[src/rtl/approx_mult_seq.sv]
// approx_mult_seq: iterative shift-add unsigned multiplier, WIDTH x WIDTH.
// Low result columns may use approximate adder cells, chosen per operation.
module approx_mult_seq #(
  parameter int WIDTH       = 4,
  parameter int APPROX_COLS = 3
) (
  input  logic               clk,
  input  logic               rst,
  input  logic               in_valid,
  output logic               in_ready,
  input  logic [WIDTH-1:0]   in_a,
  input  logic [WIDTH-1:0]   in_b,
  input  logic               in_approx,
  output logic               out_valid,
  input  logic               out_ready,
  output logic [2*WIDTH-1:0] out_result,
  output logic               out_approx
);

  localparam int PW = 2 * WIDTH;
  localparam int CW = $clog2(WIDTH);

  typedef enum logic [1:0] {
    IDLE,
    RUN,
    DONE
  } state_t;

  state_t           state;
  logic [WIDTH-1:0] a_q;
  logic [WIDTH-1:0] b_q;
  logic             approx_q;
  logic [PW-1:0]    acc;
  logic [PW-1:0]    pp;
  logic [PW-1:0]    sum;
  logic [CW-1:0]    cnt;

  // Approximate cell passes the row bit through and forwards acc as carry.
  always_comb begin
    logic c;
    pp  = ({{WIDTH{1'b0}}, a_q} & {PW{b_q[cnt]}}) << cnt;
    sum = '0;
    c   = 1'b0;
    for (int j = 0; j < PW; j++) begin
      if (approx_q && (j < APPROX_COLS)) begin
        sum[j] = pp[j];
        c      = acc[j];
      end else begin
        sum[j] = acc[j] ^ pp[j] ^ c;
        c      = (acc[j] & pp[j]) | (acc[j] & c) | (pp[j] & c);
      end
    end
  end

  always_ff @(posedge clk or posedge rst) begin
    if (rst) begin
      state      <= IDLE;
      in_ready   <= 1'b1;
      out_valid  <= 1'b0;
      out_result <= '0;
      out_approx <= 1'b0;
      a_q        <= '0;
      b_q        <= '0;
      approx_q   <= 1'b0;
      acc        <= '0;
      cnt        <= '0;
    end else begin
      unique case (state)
        IDLE: begin
          if (in_valid) begin
            a_q      <= in_a;
            b_q      <= in_b;
            approx_q <= in_approx;
            acc      <= '0;
            cnt      <= '0;
            in_ready <= 1'b0;
            state    <= RUN;
          end
        end
        RUN: begin
          acc <= sum;
          cnt <= cnt + 1'b1;
          if (cnt == CW'(WIDTH - 1)) begin
            out_valid  <= 1'b1;
            out_result <= sum;
            out_approx <= approx_q;
            state      <= DONE;
          end
        end
        DONE: begin
          if (out_ready) begin
            out_valid <= 1'b0;
            in_ready  <= 1'b1;
            state     <= IDLE;
          end
        end
        default: state <= IDLE;
      endcase
    end
  end

endmodule
[config.mk]
export PLATFORM = sky130hd
export DESIGN_NAME = approx_mult_seq
export DESIGN_NICKNAME = d
export VERILOG_FILES = /design/src/rtl/approx_mult_seq.sv
export SDC_FILE = /design/constraint.sdc
export NUM_CORES = 1
export LEC_CHECK = 0
export BUFFER_PORTS_ARGS = -buffer_cell sky130_fd_sc_hd__buf_2
export CAP_MARGIN = 20
export CORE_ASPECT_RATIO = 0.5
export CORE_UTILIZATION = 63
export CTS_BUF_LIST = sky130_fd_sc_hd__clkbuf_8
export DETAILED_ROUTE_END_ITERATION = 7
export PLACE_DENSITY = 0.87
export SYNTH_ARGS = -nofsm -noshare
export SYNTH_HDL_FRONTEND = slang
export SYNTH_SLANG_ARGS = --single-unit
[constraint.sdc]
create_clock -name clk -period 12 [get_ports clk]
set_input_delay 1.8 -clock clk [delete_from_list [all_inputs] [get_ports clk]]
set_output_delay 1.8 -clock clk [all_outputs]
set_load 0.02 [all_outputs]
==> results by group <==
Synthesis
  • Most common cell in the netlist: dfrtp_1
  • Synth top cells by count: dfrtp_1, nand2_1, mux2_1, o21ai_1
  • Async SR Flop Fraction: 1.00
  • Register area share after synthesis: 0.490
  • Mapped cell area: roughly 1600 um^2
  • Yosys warning total: 0
  • Most used DFF post-synth: dfrtp_1
  • Synth Register Bits: 32
  • Synthesized area per cell: 11.4 um^2
  • Post-synth cell types: 33
  • Mapped Nets: 164
  • Yosys top cell area share: 0.474
  • EDFF count, synth: 0
  • Dominant cell type by area after synthesis: dfrtp_1
  • Area contributors post-synth: dfrtp_1, mux2_1, fa_1
  • Post-synthesis instance total: 143

Pwr
  • Leak Pwr: 0.889 nW
  • Comb pwr share: 0.450
  • Internal power: 318 uW
  • Max VDD drop: roughly 0.00017 V
  • Share of total power in the clock network: 0.165
  • Power Total: 550 uW
  • Flop pwr share: 0.384
  • Switching share of power: 0.422
  • Sw power: 232 uW
  • Pwr dens: a little under 300 nW/um^2

Hold path
  • Hold Crit Depth: 2
  • Worst Hold End: out_result[1]
  • Worst min path class: register to register
  • HP Start: out_result[1]

Critical path
  • CP Class: register to register
  • CP endpoint kind: register
  • CP startpoint kind: register
  • CP required: 12.17 ns
  • RR Endpoint: out_result[6]
  • Depth of the most critical reg-to-reg path: 14
  • RR Startpoint: cnt[0]
  • CP Max Fanout: 15
  • WP data arrival: 4.69 ns
  • FF-to-FF setup slack: 7.48 ns

Cells and area
  • Final layout net count: around 190
  • Post-route insts no fill: roughly 200
  • Layout cells sized above 1: 0.266
  • Fin util: 0.803
  • Fill cell count: 141
  • Diodes inserted: 0
  • Area Growth Syn to Fin: 14.1%
  • Multi-input gate area: 777 um^2
  • Final Cell Area: 1870 um^2
  • Sequential cell area: 802 um^2

STA
  • Final min period: 4.52 ns
  • Worst Skew: 0.00609 ns
  • Final setup violation count: 0
  • Final Hold Fails: 0
  • Peak Freq: 0.221 GHz
  • Fin worst setup slack: 7.48 ns
  • RSZ-0062 raised after global routing: no
  • Max_slew headroom: 0.559
  • Worst Hold Slack: 0.477 ns
  • Max Slew Vio Count: 0
  • Measured slew at the worst slew-check pin: 0.654 ns
  • Setup TNS: 0 ns
  • Final worst path period share: 0.377

Global routing
  • First-pass GRT wire length: 5490 um
  • Initial antenna violation count: 0
  • GRT Util Overall: 0.283
  • Vias in the first global route: 1108
  • Largest net degree at the start of global routing: 33
  • GRT Residual Overflow: 0

Placed design
  • DP HPWL: 2180 um
  • Placed inst area: 1770 um^2
  • Routability cong.: 0.849
  • DP Worst Slack: 7.52 ns
  • Placed cells: 196
  • Buffers on Ports: 23

Detailed routing
  • Post-DRT Antenna Nets: 0
  • DRC viols: 0
  • Final WL: 3180 um
  • Vias: 1153
  • DRT Pass-1 Iters: 4
  • Vias per inst: 5.65
  • DRT iter0 DRCs: 46
  • Wire per inst: 15.6 um

Clock network
  • CTS Buffer Depth: 2
  • Num CTS Buffers: 5
  • CTS tree: yes
  • Root Buffer: clkbuf_8
  • Clock sinks: 32
  • Gates resized, CTS repair: 0
  • Post-CTS Setup Repair Bufs: 0
  • Hold_buf cts: 0
  • CTS clock-pin slew for the worst setup and hold paths: 0.06 ns
  • H-tree Lvls: 2
  • Latest clock arrival within the worst-skew pair: just under 0.3 ns

Die
  • Number of I/O pins: 24
  • Chip height: ~38 um
  • Initial Utilization: 0.703
  • Die W: ~74 um
  • Core Footprint: 2330 um^2
  • Number of cell rows: 12
  • Area of the die: ~2800 um^2

Status
  • Status: finished, final reports clean

Flow run
  • Max-cap violations: 0
## flip-flops by register name, summed over array words and instances (netlist names)
register,flops
state,2
cnt,2
out_approx,1
out_valid,1
in_ready,1
acc,8
approx_q,1
a_q,4
out_result,8
b_q,4
## critical path: stages, from the launching register on
cell and delay, ns:
dfrtp_1 0.60, and4bb_2 0.29, ha_1 0.19, mux2_2 0.27, fa_1 0.37, mux2_2 0.29, fa_1 0.35, mux2_2 0.27
fa_1 0.38, fa_1 0.37, inv_1 0.07, fa_1 0.15, inv_1 0.05, fa_1 0.45, mux2_1 0.29
## layout make-up
type | count | share of cell area
well taps | 35 | 0.0234
flip-flops and latches | 32 | 0.429
multi-input cells | 99 | 0.416
clock buffers | 7 | 0.0516
clock inverters | 1 | 0.00201
repair buffers | 24 | 0.0656
inverters | 6 | 0.0121
## power by group through the flow
stage	clock network [mW]	logic (mW)	registers, mW
floorplan	0	0.185	0.206
global placement	0	0.230	0.207
detailed placement	0	0.244	0.212
CTS	0.0907	0.248	0.211
global route	0.0947	0.279	0.220
finish	0.0909	0.248	0.211
## kinds of logic (layout without fill, tap and decap cells)
| family | Yosys count | in the layout | synth area share |
|---|---|---|---|
| adder cells (fa/ha/maj) | 8 | 8 | 0.0887 |
| AO/OA/AOI/OAI | 28 | 28 | 0.0986 |
| XOR/XNOR | 1 | 1 | 0.00535 |
| multiplexers | 23 | 23 | 0.162 |
| flip-flops | 32 | 32 | 0.490 |
| AND/OR/NAND/NOR | 39 | 39 | 0.120 |
| buffers and inverters | 12 | 38 | 0.0352 |
## how the worst max path moves through the flow
stage,end,slack [ns],depth (start not counted),start
finish,out_result[6],7.48,14,cnt[0]
global route,out_result[6],7.28,14,cnt[0]
CTS,out_result[6],7.48,14,cnt[0]
detailed placement,out_result[6],7.52,14,cnt[0]
global placement,out_result[6],7.64,14,cnt[0]
floorplan,out_result[6],7.76,15,cnt[1]
## cell usage in the layout (no fill, tap or decap), types with 2 or more instances in the layout
master / synthesis / final
nor2_1: 3 / 3
a21oi_1: 6 / 6
ha_1: 2 / 2
o22ai_1: 3 / 3
o21ai_1: 11 / 11
inv_1: 4 / 5
mux2_2: 4 / 4
fa_1: 6 / 6
mux2_1: 14 / 14
dfrtp_1: 31 / 31
nand3_1: 2 / 2
mux2i_1: 4 / 4
buf_2: 4 / 23
inv_2: 2 / 2
nand2_1: 24 / 24
clkbuf_8: 0 / 7
and2_1: 2 / 2
nand2_2: 2 / 2
o21ai_0: 4 / 4
## routing by layer
metal / wire [um] / GRT usage / part of all wire
met1: 1490 / 0.384 / 0.47
met2: 1460 / 0.443 / 0.46
met3: 178 / 0.0816 / 0.056
met4: 51 / 0.101 / 0.016
met5: 0 / 0 / 0
No activity file was read; power rests on OpenSTA's default activity.
